--- config.mk ---
export PLATFORM = sky130hd
export DESIGN_NAME = syn_branch_predictor
export DESIGN_NICKNAME = d
export VERILOG_FILES = /design/src/rtl/bp_pkg.sv /design/src/rtl/syn_bp_ras.sv /design/src/rtl/syn_branch_predictor.sv
export SDC_FILE = /design/constraint.sdc
export NUM_CORES = 1
export LEC_CHECK = 0
export ABC_CLOCK_PERIOD_IN_PS = 6290
export CORE_MARGIN = 10
export CORE_UTILIZATION = 45
export CTS_BUF_LIST = sky130_fd_sc_hd__clkbuf_16
export CTS_CLUSTER_SIZE = 20
export DETAILED_ROUTE_END_ITERATION = 12
export PLACE_DENSITY = 0.69
export SETUP_SLACK_MARGIN = 0.5
export SYNTH_ARGS = -nofsm -noshare
export SYNTH_HDL_FRONTEND = slang
export SYNTH_SLANG_ARGS = --single-unit
--- constraint.sdc ---
create_clock -name clk -period 6.29 [get_ports clk]
set_input_delay 1.258 -clock clk [delete_from_list [all_inputs] [get_ports clk]]
set_output_delay 1.258 -clock clk [all_outputs]
set_load 0.005 [all_outputs]
--- src/rtl/bp_pkg.sv ---
// rtl/bp_pkg.sv - shared counter constants, saturating update and index/tag width helpers for the branch predictor
//
// Purpose: widths and counter encodings that depend only on the top-level
// parameters, so the predictor and any future user agree on them.
// Ports: none (package).
// Configuration macro used by the predictor: BP_RAS_EN.

package bp_pkg;

    // Index width of a BTB with the given entry count (power of two).
    function automatic int bp_idx_bits(input int entries);
        return $clog2(entries);
    endfunction

    // Tag width: PC bits left over once the index is taken off the bottom.
    function automatic int bp_tag_bits(input int pc_bit, input int entries);
        return pc_bit - $clog2(entries);
    endfunction

    // Counter saturation maximum, 2^cnt_bit - 1.
    function automatic int bp_sat_max(input int cnt_bit);
        return (1 << cnt_bit) - 1;
    endfunction

    // Weak-taken encoding: only the MSB set.
    function automatic int bp_weak_taken(input int cnt_bit);
        return 1 << (cnt_bit - 1);
    endfunction

    // Weak-not-taken encoding: one below weak-taken (all ones below the MSB).
    function automatic int bp_weak_not_taken(input int cnt_bit);
        return (1 << (cnt_bit - 1)) - 1;
    endfunction

    // Saturating up/down step of a counter of width cnt_bit.
    function automatic int bp_sat_update(input int state, input logic taken, input int cnt_bit);
        if (taken)
            return (state >= bp_sat_max(cnt_bit)) ? bp_sat_max(cnt_bit) : state + 1;
        else
            return (state == 0) ? 0 : state - 1;
    endfunction

endpackage

--- src/rtl/syn_bp_ras.sv ---
// rtl/syn_bp_ras.sv - circular return-address stack for the branch predictor
//
// Purpose: holds return addresses pushed by calls; a push when full wraps
// over the oldest entry, a pop when empty is dropped, and a simultaneous
// push and pop replaces the top in place.
// Ports:
//   clk, rst          - clock, synchronous active-high reset
//   push, pop         - stack operations for this cycle
//   push_data         - address pushed
//   top               - current top of stack (meaningless while empty)
//   empty             - no valid entries

module syn_bp_ras #(
    parameter int RAS_DEPTH = 4,
    parameter int DATA_BIT  = 10
) (
    input  logic                clk,
    input  logic                rst,
    input  logic                push,
    input  logic                pop,
    input  logic [DATA_BIT-1:0] push_data,
    output logic [DATA_BIT-1:0] top,
    output logic                empty
);

    localparam int PTR_BIT = (RAS_DEPTH > 1) ? $clog2(RAS_DEPTH) : 1;
    localparam int CNT_W   = $clog2(RAS_DEPTH + 1);
    localparam logic [PTR_BIT-1:0] PTR_LAST = PTR_BIT'(RAS_DEPTH - 1);
    localparam logic [CNT_W-1:0]   CNT_FULL = CNT_W'(RAS_DEPTH);

    logic [DATA_BIT-1:0] stack [RAS_DEPTH];
    logic [PTR_BIT-1:0]  top_ptr;
    logic [PTR_BIT-1:0]  ptr_inc;
    logic [PTR_BIT-1:0]  ptr_dec;
    logic [CNT_W-1:0]    count;

    // Explicit wrap so non-power-of-two depths still cycle correctly.
    assign ptr_inc = (top_ptr == PTR_LAST) ? '0 : top_ptr + 1'b1;
    assign ptr_dec = (top_ptr == '0) ? PTR_LAST : top_ptr - 1'b1;

    always_ff @(posedge clk) begin
        if (rst) begin
            // Parked on the last slot so the first push lands in slot 0.
            top_ptr <= PTR_LAST;
            count   <= '0;
            for (int i = 0; i < RAS_DEPTH; i++)
                stack[i] <= '0;
        end else if (push && pop) begin
            stack[top_ptr] <= push_data;
        end else if (push) begin
            stack[ptr_inc] <= push_data;
            top_ptr        <= ptr_inc;
            if (count != CNT_FULL)
                count <= count + 1'b1;
        end else if (pop && count != '0) begin
            top_ptr <= ptr_dec;
            count   <= count - 1'b1;
        end
    end

    assign top   = stack[top_ptr];
    assign empty = (count == '0);

endmodule

--- src/rtl/syn_branch_predictor.sv ---
// rtl/syn_branch_predictor.sv - tagged BTB with saturating counters and optional return-address stack
//
// Purpose: combinational next-PC prediction for fetch, trained at posedge by
// the resolution stage. Optional return prediction via BP_RAS_EN.
// Ports:
//   clk, rst, en                 - clock, synchronous active-high reset, global enable
//   pc_4                         - fetch-stage lookup key
//   guess_pc_new/state/hit       - prediction outputs
//   update_en, update_pc_4, update_pc_remote, update_state_old,
//   update_taken, update_is_call, update_is_ret - resolved outcome
// Configuration: BP_RAS_EN defined instantiates syn_bp_ras and stores a ret flag.

module syn_branch_predictor
    import bp_pkg::*;
#(
    parameter int ENTRIES   = 16,
    parameter int PC_BIT    = 10,
    parameter int CNT_BIT   = 2,
    parameter int RAS_DEPTH = 4
) (
    input  logic               clk,
    input  logic               rst,
    input  logic               en,
    input  logic [PC_BIT-1:0]  pc_4,
    output logic [PC_BIT-1:0]  guess_pc_new,
    output logic [CNT_BIT-1:0] guess_state,
    output logic               guess_hit,
    input  logic               update_en,
    input  logic [PC_BIT-1:0]  update_pc_4,
    input  logic [PC_BIT-1:0]  update_pc_remote,
    input  logic [CNT_BIT-1:0] update_state_old,
    input  logic               update_taken,
    input  logic               update_is_call,
    input  logic               update_is_ret
);

    localparam int IDX_BIT = bp_idx_bits(ENTRIES);
    localparam int TAG_BIT = bp_tag_bits(PC_BIT, ENTRIES);
    localparam logic [CNT_BIT-1:0] CNT_WT  = CNT_BIT'(bp_weak_taken(CNT_BIT));
    localparam logic [CNT_BIT-1:0] CNT_WNT = CNT_BIT'(bp_weak_not_taken(CNT_BIT));

    typedef struct packed {
        logic               valid;
        logic [TAG_BIT-1:0] tag;
        logic [PC_BIT-1:0]  target;
        logic [CNT_BIT-1:0] cnt;
        logic               ret;
    } entry_t;

    entry_t btb [ENTRIES];

    logic [IDX_BIT-1:0] l_idx, u_idx;
    logic [TAG_BIT-1:0] l_tag, u_tag;
    logic               l_hit, u_hit, pred_taken, ret_in;
    logic [PC_BIT-1:0]  pred_target;
    logic [CNT_BIT-1:0] cnt_up, cnt_down;

    assign l_idx = pc_4[IDX_BIT-1:0];
    assign l_tag = pc_4[PC_BIT-1:IDX_BIT];
    assign u_idx = update_pc_4[IDX_BIT-1:0];
    assign u_tag = update_pc_4[PC_BIT-1:IDX_BIT];

    assign l_hit = btb[l_idx].valid && (btb[l_idx].tag == l_tag);
    assign u_hit = btb[u_idx].valid && (btb[u_idx].tag == u_tag);

    // Training starts from the state fetch saw, not the current entry value.
    assign cnt_up   = CNT_BIT'(bp_sat_update(32'(update_state_old), 1'b1, CNT_BIT));
    assign cnt_down = CNT_BIT'(bp_sat_update(32'(update_state_old), 1'b0, CNT_BIT));

`ifdef BP_RAS_EN
    logic               ras_push, ras_pop, ras_empty;
    logic [PC_BIT-1:0]  ras_top;

    assign ras_push = en && update_en && update_is_call && update_taken;
    assign ras_pop  = en && update_en && update_is_ret;
    assign ret_in   = update_is_ret;

    syn_bp_ras #(
        .RAS_DEPTH (RAS_DEPTH),
        .DATA_BIT  (PC_BIT)
    ) u_ras (
        .clk       (clk),
        .rst       (rst),
        .push      (ras_push),
        .pop       (ras_pop),
        .push_data (update_pc_4),
        .top       (ras_top),
        .empty     (ras_empty)
    );

    // An empty stack falls back to the stored target.
    assign pred_target = (btb[l_idx].ret && !ras_empty) ? ras_top : btb[l_idx].target;
`else
    logic unused_cfg;

    assign ret_in      = 1'b0;
    assign pred_target = btb[l_idx].target;
    assign unused_cfg  = ^{update_is_call, update_is_ret, btb[l_idx].ret, RAS_DEPTH[0]};
`endif

    assign pred_taken   = l_hit && btb[l_idx].cnt[CNT_BIT-1];
    assign guess_hit    = l_hit;
    assign guess_state  = l_hit ? btb[l_idx].cnt : CNT_WNT;
    assign guess_pc_new = pred_taken ? pred_target : pc_4;

    always_ff @(posedge clk) begin
        if (rst) begin
            for (int i = 0; i < ENTRIES; i++)
                btb[i] <= '{valid: 1'b0, tag: '0, target: '0, cnt: CNT_WNT, ret: 1'b0};
        end else if (en && update_en) begin
            if (update_taken) begin
                // Taken on a miss allocates over whatever sits at the index.
                btb[u_idx].valid  <= 1'b1;
                btb[u_idx].tag    <= u_tag;
                btb[u_idx].target <= update_pc_remote;
                btb[u_idx].cnt    <= u_hit ? cnt_up : CNT_WT;
                btb[u_idx].ret    <= ret_in;
            end else if (u_hit) begin
                btb[u_idx].cnt <= cnt_down;
            end
        end
    end

endmodule

Yosys cells after proc, flatten, opt, wreduce, memory -nomap -nowiden
Memories as Yosys holds them, arrays and structs flattened. Cells that the tools add are included.

Flip-flop bits (word level): 0. RAM bits: 304. Input bits: 39. Output and inout port bits: 13. Word-level logic and storage cells: 33. Memories kept: 1.

$add $sub $neg: 2. Magnitude comparators: 1. Equality and inequality tests: 2. Multiplexer cells: 20. Bitwise logic cells: 1. Reduce and logical (&&, ||, !) cells: 6.

Memories: btb (words 16, bits a word 19, rd ports 2, clocked after Yosys merged registers in 0, wr ports 16, RTL line syn_branch_predictor.sv:50) `entry_t btb [ENTRIES];`.

Operator list (number): $mux W19 (1); $reduce_or A19 Y1 (1); $eq A6 B6 Y1 (2); $mux W2 (6); $mux W1 (11); $mux W10 (1); $logic_and A1 B1 Y1 (4); $mux W4 (1); $add A2 B1 Y2 const B (1); $ge A2 B2 Y1 const B (1); $logic_not A2 Y1 (1); $sub A2 B1 Y2 const B (1); $or A1 B1 Y1 (1).

Depth between registers and ports, before layout
Gate-level depths: netlist of run 1. An unclocked memory read counts as a cell.

Depth after elaboration: 11. Depth in mapped cells: 12. Depth with buffers taken out: 7.

Worst setup path after synthesis of run 1
Ideal clock, no wire load.

Kind: in2out. Start point: input port pc_4[1]. End point: output port guess_pc_new[0]. Arrival time: 3.901 ns. Required time: 5.032 ns. Setup slack: 1.131 ns. Stages: 7. Buffers on the path: 4. Cell sequence: clkbuf_1 > buf_1 > clkbuf_1 > clkbuf_1 > mux4_2 > mux4_2 > mux2_2.

Cells in the longest elaborated chain, start to end: 5.

Ends and longest elaborated chain: from (decl) (RTL line syn_branch_predictor.sv:24) `input logic [PC_BIT-1:0] pc_4,`; $mem_v2 Z16 W19 *; $eq A6 B6 Y1 (RTL line syn_branch_predictor.sv:63) `assign l_hit = btb[l_idx].valid && (btb[l_idx].tag == l_tag);`; $logic_and A1 B1 Y1 (RTL line syn_branch_predictor.sv:63); $logic_and A1 B1 Y1 (RTL line syn_branch_predictor.sv:101) `assign pred_taken = l_hit && btb[l_idx].cnt[CNT_BIT-1];`; $mux W10 * (RTL line syn_branch_predictor.sv:104) `assign guess_pc_new = pred_taken ? pred_target : pc_4;`; to (decl) (RTL line syn_branch_predictor.sv:25) `output logic [PC_BIT-1:0] guess_pc_new,`.

Every way passes the cells marked *; elsewhere a longest branch is shown, timed or not.

Worst setup path in the final report of run 1
Start point: input port pc_4[1]. End point: output port guess_pc_new[7].

Same word-level chain as after synthesis.

==> results of run 1 <==
-- cells in the mapped netlist (all sizes together) (5+ instances only) --
library cell,instances,area [um^2]
edfxtp,288,8650
and2,258,1610
mux4,104,2340
clkbuf,68,255
mux2i,46,460
o21ai,42,210
nor2,28,105
buf,21,105
nand2,21,78.8
a21o,17,128
dfxtp,16,320
mux2,16,184
a211oi,12,90.1
nand3,10,50.1
xnor2,9,78.8
nand2b,6,37.5
a2111oi,5,62.6
nor2b,5,31.3
o31ai,5,37.5
xor2,5,43.8
-- where the power goes --
| part | total [mW] | internal, mW | switching, mW |
|---|---|---|---|
| clock network | 1.81 | 1.03 | 0.777 |
| registers | 2.35 | 2.31 | 0.0372 |
| logic | 0.461 | 0.204 | 0.257 |
-- cell type report --
type                    count  area, um^2  area share (%)
flip-flops and latches    304        8970            51.4
multi-input cells         638        6040            34.6
repair buffers             97         866            4.96
clock buffers              30         751            4.30
well taps                 448         561            3.21
clock inverters            26         243            1.39
inverters                   4        15.0          0.0861
-- worst max-delay path: stages --
cell and delay (ps):
buf_4 400, mux4_2 560, mux2i_1 140, mux2i_1 190
xnor2_1 250, nand4_1 230, nor2_2 250, buf_4 230
mux2_2 390, clkdlybuf4s50_1 470
-- cell families (layout without fill, tap and decap cells) --
group / count (synthesis) / after routing
DFF: 304 / 304
buffers and inverters: 93 / 157
AOI/OAI and AO/OA: 112 / 112
and+or+nand+nor: 346 / 346
muxes: 166 / 166
xor gates and xnor gates: 14 / 14
-- worst min-delay path by stage --
stage | start | endpoint | slack, ps | cells past startpoint
after global placement | btb[9][18]$_SDFFE_PP1P_ | btb[9][18]$_SDFFE_PP1P_ | 450 | 1
after detailed placement | btb[14][18]$_SDFFE_PP1P_ | btb[14][18]$_SDFFE_PP1P_ | 460 | 1
after floorplan | btb[0][18]$_SDFFE_PP1P_ | btb[0][18]$_SDFFE_PP1P_ | 440 | 1
after CTS | btb[14][18]$_SDFFE_PP1P_ | btb[14][18]$_SDFFE_PP1P_ | 470 | 1
final | btb[14][18]$_SDFFE_PP1P_ | btb[14][18]$_SDFFE_PP1P_ | 480 | 1
after global routing | btb[14][18]$_SDFFE_PP1P_ | btb[14][18]$_SDFFE_PP1P_ | 490 | 1
-- stage by stage --
stage	cell area [um^2]	util [%]	worst slack (ps)
5_1_grt	17400	52.0	519
3_5_place_dp	16400	48.9	286
4_1_cts	17400	51.9	551
2_1_floorplan	15300	-	1130
6_report	17400	52.0	638
3_3_place_gp	16400	48.9	292
-- layer usage --
layer	vias up	GRT usage [%]	part of all wire, %
met5	-	0	0.048
met4	2	5.24	2.4
met3	65	3.33	9.0
met2	452	33.3	50
met1	4779	25.8	39
li1	4043	-	-
-- repair_timing --
item / CTS / global route
endpoints found under the setup margin: 8 / 5
hold endpoints to repair: 0 / 0
resized for setup: 5 / 5
hold buffers: 0 / 0
==> results.yml, run 1 <==
flow_run:
  maxCapViolCount: 0
timing:
  skew_ps: 15.9
  worst-slew-pin-transition_ps: 1120
  rsz0062_at_grt: "no"
  slew_headroom_pct: 24.9
  fmax_mhz: 177
  setup_violations: 0
  whs_ps: 476
  timing.final.crit_share_pct: 89.9
  setup-tns-final_ps: 0
  hold_violations: 0
  fin_crit_ps: 5650
  slew_viol_final: 0
floorplanning:
  die_h_um: 204
  io_pins: 52
  die_w_um: 204
  rows: 67
  core_um2: 33500
  die-area_um2: 41800
  start_util_pct: 45.6
synth:
  syn_area_um2: 15300
  synth-edff-count: 288
  yosys.area_share.simple_pct: 13.3
  synth_top_family_by_area: "multiplexers"
  ys_seq_area_share_pct: 58.6
  synthAdderAreaFrac_pct: 0
  synth_mux_area_share_pct: 19.5
  yosys_warnings: 0
  ys_types: 55
  synth-xor-area-share_pct: 0.801
  synth_nets: 1074
  synthArstFlopShare_pct: 0
  ys.flop_type: "edfxtp_1"
  synth_area_per_cell_um2: 14.8
  ys_ff_latch: 304
  synth_compound_area_share_pct: 5.32
  netlist_instances: 1035
critical_path:
  criticalPathCategory: "in2out"
  crit_path_start: "pc_4[1]"
  crit_arrival_ps: 4390
  cp.required_ps: 5030
  critPathLaunchType: "input port"
  rr_startpoint: "btb[4][17]$_DFFE_PP_"
  r2r_end: "btb[15][0]$_DFFE_PP_"
  crit_path_end_kind: "output port"
  endpoint: "guess_pc_new[7]"
  cp_max_fo: 24
  rrSetupSlack_ps: 2600
  r2r_cells: 7
worst_hold_path:
  min_path_type: "reg2reg"
clocking:
  clk_pin_slew_ps: 60
  clockBufferDepth: 3
  cts_root_buf: "clkbuf_16"
  cts_tree: "done"
  postCtsSetupBuffers: 0
  clk_latency_ps: 580
  cts_max_level: 1
  cts_inserted_buffers: 30
  clock_sinks: 304
layout:
  area_growth_pct: 14.0
  largestRegisters: "btb (304)"
  antenna_cells: 0
  instances_no_fill: 1547
  top_register: "btb"
  fill_cells: 2753
  drive_gt1_share_pct: 22.1
  final_nets: 1114
  largest_reg_flops: 304
  final_common_cell: "edfxtp_1"
  final_cell_mix: "edfxtp_1 (288), and2_1 (258), mux4_2 (104)"
place:
  io_buffers: 49
  gp_congestion: 0.823
  dp_hpwl_um: 26600
  dp.cells: 1491
grt:
  grt_usage_pct: 19.7
  antenna_found_initial: 1
  grt_first_pass_wirelength_um: 61400
  globalRouteOverflowTotal: 0
  first_global_vias: 9334
  grt_max_degree: 62
route:
  vias_per_cell: 6.04
  antenna_left: 0
  first_pass_iters: 5
  drt_iter0_markers: 1053
  drt-total-wl_um: 41400
  via_count: 9341
  wire_per_inst_um: 26.7
  drcViolationCount: 0
power_and_ir_drop:
  finalPower_mw: 4.62
  vdd_drop_max_mv: 0.231
  power_density_nw_per_um2: 265
  p_leak_nw: 6.13
outcome:
  status: "finished clean"
No activity file was read; power rests on OpenSTA's default activity.
==> run 2: changes to the inputs <==
--- a/config.mk
+++ b/config.mk
@@ -5,13 +5,14 @@
 export SDC_FILE = /design/constraint.sdc
 export NUM_CORES = 1
 export LEC_CHECK = 0
+export ABC_AREA = 1
 export ABC_CLOCK_PERIOD_IN_PS = 6290
 export CORE_MARGIN = 10
-export CORE_UTILIZATION = 45
+export CORE_UTILIZATION = 50
 export CTS_BUF_LIST = sky130_fd_sc_hd__clkbuf_16
 export CTS_CLUSTER_SIZE = 20
 export DETAILED_ROUTE_END_ITERATION = 12
-export PLACE_DENSITY = 0.69
+export PLACE_DENSITY = 0.74
 export SETUP_SLACK_MARGIN = 0.5
 export SYNTH_ARGS = -nofsm -noshare
 export SYNTH_HDL_FRONTEND = slang
==> run 2 against run 1 <==
Count of clock-buffer cells in the layout grew 1. Fmax grew 3.5%. Largest cell class unchanged. Worst setup slack gained 190 ps. Clock skew is essentially flat. Utilization grew 4.0 points. First-iteration DRC count grew 59%. Cell count grew 39%. Synthesized cell count grew 68%. Sequential share of layout area grew 1.2 points. Combinational power is essentially flat. Critical path depth grew 1.
==> results.yml, run 2 <==
clocking:
  clk_latency_ps: 580
  cts_root_buf: "clkbuf_16"
  clk_pin_slew_ps: 60
  hold_buffers: 0
  cts_inserted_buffers: 31
  clock_sinks: 304
  cts_max_level: 1
  cts_tree: "done"
  postCtsSetupBuffers: 0
  clockBufferDepth: 3
layout:
  top_register: "btb"
  area_growth_pct: 11.2
  final_nets: 1767
  drive_gt1_share_pct: 5.82
  fin_area_um2: 17000
  fill_cells: 2657
  final_common_cell: "nor2_1"
  largestRegisters: "btb (304)"
  final_cell_mix: "nor2_1 (446), nand2_1 (426), edfxtp_1 (288)"
  largest_reg_flops: 304
  antenna_cells: 0
floorplanning:
  die_h_um: 195
  rows: 64
  die-area_um2: 38100
  start_util_pct: 50.4
  io_pins: 52
  core_um2: 30400
  die_w_um: 195
synth:
  ys_seq_area_share_pct: 58.5
  synth_area_leaders: "edfxtp_1 (56%), nor2_1 (11%), nand2_1 (10%)"
  yosys_warnings: 0
  synth_nets: 1778
  syn_area_um2: 15300
  synth_area_per_cell_um2: 8.81
  ys.flop_type: "edfxtp_1"
  ys_ff_latch: 304
  ys_types: 32
  synthTopCellsByCount: "nor2_1 (447), nand2_1 (426), edfxtp_1 (288)"
  yosysTopAreaCell: "edfxtp_1"
  post-synth-top-count-cell: "nor2_1"
  yosysTopAreaCellShare_pct: 56.4
  synthArstFlopShare_pct: 0
  synth-edff-count: 288
  netlist_instances: 1739
outcome:
  status: "finished clean"
route:
  drt_iter0_markers: 1674
  antenna_left: 0
  drt-total-wl_um: 44600
  drcViolationCount: 0
  wire_per_inst_um: 20.8
  via_count: 12739
  first_pass_iters: 6
  vias_per_cell: 5.93
critical_path:
  cp_max_fo: 20
  crit_path_end_kind: "output port"
  cp.required_ps: 5030
  criticalPathCategory: "in2out"
  crit_arrival_ps: 4200
  rr_startpoint: "btb[3][15]$_DFFE_PP_"
  critPathLaunchType: "input port"
  crit_path_start: "pc_4[3]"
grt:
  grt_first_pass_wirelength_um: 68900
  grt_util_met3_pct: 3.37
  globalRouteOverflowTotal: 0
  grt_usage_pct: 22.6
  grtUsageMet2_pct: 37.3
  grt_use_met1_pct: 29.1
  grt_max_degree: 121
  antenna_found_initial: 0
  first_global_vias: 12358
  gr-max-usage-layer: "met2"
timing:
  worst-slew-pin-transition_ps: 1150
  slew_viol_final: 0
  slew_headroom_pct: 22.8
  fmax_mhz: 183
  fin_crit_ps: 5460
  setup_violations: 0
  skew_ps: 15.9
  setup-tns-final_ps: 0
  rsz0062_at_grt: "no"
  timing.final.crit_share_pct: 86.8
  setup_slack_ps: 830
  whs_ps: 467
  hold_violations: 0
place:
  dp_hpwl_um: 26600
  io_buffers: 49
  dp_slack_ps: 752
  place_area_um2: 16000
  gp_congestion: 0.873
worst_hold_path:
  worstHoldStart: "btb[4][18]$_SDFFE_PP1P_"
  min_path_type: "reg2reg"
power_and_ir_drop:
  p_leak_nw: 6.68
  vdd_drop_max_mv: 0.198
  finalPower_mw: 4.69
  power_density_nw_per_um2: 275
flow_run:
  maxCapViolCount: 0
run 2: changes by cell type after synthesis, moves of 17 or more:
cell and change:
clkbuf_1 +21, a21oi_1 +24, nand2_1 +405, nor2_1 +419
mux2i_1 -46, mux4_2 -104, nand3_1 +45, o221ai_1 +29
o21ai_0 +116, inv_1 +52, a21o_1 -17, o211ai_1 +39
and2_1 -258
run 2: per-stage QoR:
stage	util, %	instances
after detailed placement	52.6	2091
after global routing	56.0	2149
after CTS	56.0	2149
after global placement	52.6	2091
final	56.0	2149
after floorplan	-	1739
run 2: critical path, cell delays in order:
cell and delay (ps):
clkdlybuf4s50_1 420, inv_1 680, nand3_1 160, nand2_1 160, xnor2_1 150, nand2_1 70
nor2_1 90, nand3_1 430, nand2_1 190, nand2_1 100, clkdlybuf4s50_1 460
run 2: final cells by class:
class,instances,area (um^2),area share [%]
Clock buffer,31,776,4.55
Clock inverter,27,256,1.51
Inverter,66,255,1.50
Multi-Input combinational cell,1242,5520,32.4
Sequential cell,304,8970,52.6
Tap cell,396,495,2.91
Timing Repair Buffer,83,766,4.49
run 2: worst paths after layout:
check	depth (start not counted)	slack (ps)	to
worst max-delay path	11	830	guess_pc_new[2]
worst min-delay path	2	470	btb[4][18]$_SDFFE_PP1P_
worst max register to register	13	3810	btb[3][0]$_DFFE_PP_
worst min register to register	2	470	btb[4][18]$_SDFFE_PP1P_
run 2: kinds of logic after synthesis:
logic type	Yosys count	synth area share [%]
and+or+nand+nor	946	24.2
DFF	304	58.5
AOI/OAI and AO/OA	295	11.8
buffers and inverters	193	5.45
xor gates and xnor gates	1	0.0572
run 2: where the power goes:
group	switching (mW)	total, mW	internal, mW
Combinational	0.333	0.462	0.129
Clock	0.778	1.88	1.10
Sequential	0.0335	2.35	2.32
run 2: routing by layer:
layer | routed length (um) | vias up
met1 | 16900 | 5987
met3 | 4720 | 119
met5 | 0 | -
met2 | 21200 | 764
li1 | - | 5869
met4 | 1750 | 0
run 2: timing repair:
item | in CTS | in global routing
hold endpoints to repair | 0 | 0
gates resized for setup | 0 | 1
endpoints found under the setup margin | 0 | 7
==> run 3: changes to the inputs <==
--- a/config.mk
+++ b/config.mk
@@ -10,7 +10,7 @@
 export CORE_MARGIN = 10
 export CORE_UTILIZATION = 50
 export CTS_BUF_LIST = sky130_fd_sc_hd__clkbuf_16
-export CTS_CLUSTER_SIZE = 20
+export CTS_CLUSTER_SIZE = 10
 export DETAILED_ROUTE_END_ITERATION = 12
 export PLACE_DENSITY = 0.74
 export SETUP_SLACK_MARGIN = 0.5
==> run 3 against run 2 <==
Via count up 0.32%. Worst setup slack lost 17 ps. First-iteration DRC count grew 0.30%. Clock skew is 3.0 ps higher. Sequential power barely moved. Sequential share of layout area is 0.054 points higher. Cell count fell by 0.28%. Routed wire length is 0.59% higher. Die area stayed put. Utilization down 0.058 points. Critical path type unchanged. Largest cell class unchanged.
==> results.yml, run 3 (synthesis gave the netlist of run 2 again) <==
outcome:
  status: "finished clean"
place:
  gp_congestion: 0.873
  dp_slack_ps: 752
  io_buffers: 49
  dp.cells: 2091
  dp_hpwl_um: 26600
layout:
  top_register: "btb"
  drive_gt1_share_pct: 5.61
  final_nets: 1772
  final_common_cell: "nor2_1"
  finish.utilization_pct: 55.9
  largestRegisters: "btb (304)"
  instances_no_fill: 2143
  antenna_cells: 0
  final_cell_mix: "nor2_1 (446), nand2_1 (426), edfxtp_1 (288)"
  area_growth_pct: 11.1
  largest_reg_flops: 304
floorplanning:
  rows: 64
  io_pins: 52
  die_w_um: 195
  start_util_pct: 50.4
  die_h_um: 195
  die-area_um2: 38100
  core_um2: 30400
clocking:
  cts_root_buf: "clkbuf_16"
  hold_buffers: 0
  clockBufferDepth: 3
  cts_max_level: 2
  clk_pin_slew_ps: 60
  cts_resized: 0
  clock_sinks: 304
  postCtsSetupBuffers: 0
  cts_tree: "done"
  clk_latency_ps: 530
  cts_inserted_buffers: 36
timing:
  setup_violations: 0
  setup_slack_ps: 813
  setup-tns-final_ps: 0
  timing.final.crit_share_pct: 87.1
  fmax_mhz: 183
  rsz0062_at_grt: "no"
  fin_crit_ps: 5480
  slew_viol_final: 0
  worst-slew-pin-transition_ps: 1140
  hold_violations: 0
  skew_ps: 18.9
  slew_headroom_pct: 23.2
critical_path:
  criticalPathCategory: "in2out"
  path_cells: "clkdlybuf4s50_1 -> inv_1 -> nand3_1 -> nand2_1 -> xnor2_1 -> nand2_1 -> nor2_1 -> nand3_1 -> nand2_1 -> nand2_1 -> clkdlybuf4s50_1"
  path_common_cell: "nand2_1"
  cp.required_ps: 5030
  rrSetupSlack_ps: 3800
  slowest_stage: "inv_1"
  cp_max_fo: 20
  crit_arrival_ps: 4220
  critPathLaunchType: "input port"
  crit_path_end_kind: "output port"
  max_stage_delay_ps: 690
  cp_top_family: "buffers and inverters"
  crit_buf_inv: 3
flow_run:
  maxCapViolCount: 0
route:
  antenna_left: 0
  via_count: 12780
  wire_per_inst_um: 20.9
  first_pass_iters: 6
  drt_iter0_markers: 1679
  vias_per_cell: 5.96
  drcViolationCount: 0
  drt-total-wl_um: 44900
grt:
  globalRouteOverflowTotal: 0
  antenna_found_initial: 0
  grt_max_degree: 121
  grt_first_pass_wirelength_um: 69300
  first_global_vias: 12357
  grt_usage_pct: 22.9
power_and_ir_drop:
  power_switching_mw: 1.16
  power_density_nw_per_um2: 274
  power.internal_mw: 3.50
  switching_share_pct: 24.9
  comb_power_share_pct: 9.9
  finalPower_mw: 4.67
  clkPwrFrac_pct: 39.7
  p_seq_share_pct: 50.4
  p_leak_nw: 6.69
  vdd_drop_max_mv: 0.206
worst_hold_path:
  min_path_type: "reg2reg"
[run 3: cell count changes in the layout (fill, tap and decap cells not counted)]
cell,delta
bufinv_16,-5
clkbuf_16,+6
clkinv_1,-7
clkinv_2,-6
inv_1,+5
inv_16,+1
[run 3: tightest hold or removal path, delay by kind of cell, from the launching register on]
kind / cells / cell delay, ps
DFF: 1 / 310
and+or+nand+nor: 2 / 110
[run 3: power by group through the flow]
| stage | sequential (mW) | clock, mW | combinational [mW] |
|---|---|---|---|
| after global placement | 2.39 | 0 | 0.445 |
| after global routing | 2.36 | 1.95 | 0.505 |
| final | 2.35 | 1.85 | 0.463 |
| after floorplan | 2.38 | 0 | 0.298 |
| after detailed placement | 2.39 | 0 | 0.453 |
| after CTS | 2.35 | 1.86 | 0.456 |
[run 3: metrics by stage]
| stage | cell area (um^2) | hold slack (ps) |
|---|---|---|
| floorplan | 15300 | 440 |
| global placement | 16000 | 453 |
| detailed placement | 16000 | 455 |
| CTS | 17000 | 466 |
| global route | 17000 | 496 |
| finish | 17000 | 469 |
[run 3: layout make-up]
| cell class | count | area [um^2] |
|---|---|---|
| multi-input cells | 1242 | 5520 |
| inverters | 66 | 255 |
| flip-flops and latches | 304 | 8970 |
| fillers | 2676 | 13400 |
| repair buffers | 83 | 766 |
| clock inverters | 15 | 88.8 |
| well taps | 396 | 495 |
| clock buffers | 37 | 926 |
[run 3: final timing paths]
check,endpoint,from,cells after the start
worst max-delay path,guess_pc_new[3],pc_4[3],11
worst min-delay path,btb[4][18]$_SDFFE_PP1P_,btb[4][18]$_SDFFE_PP1P_,2
worst max register to register,btb[5][1]$_DFFE_PP_,btb[3][15]$_DFFE_PP_,13
worst min register to register,btb[4][18]$_SDFFE_PP1P_,btb[4][18]$_SDFFE_PP1P_,2
[run 3: per-layer routing]
metal	GRT usage, %	part of all wire, %
met5	0	0
met4	9.59	3.7
met3	3.51	11
met2	37.4	48
met1	29.8	37
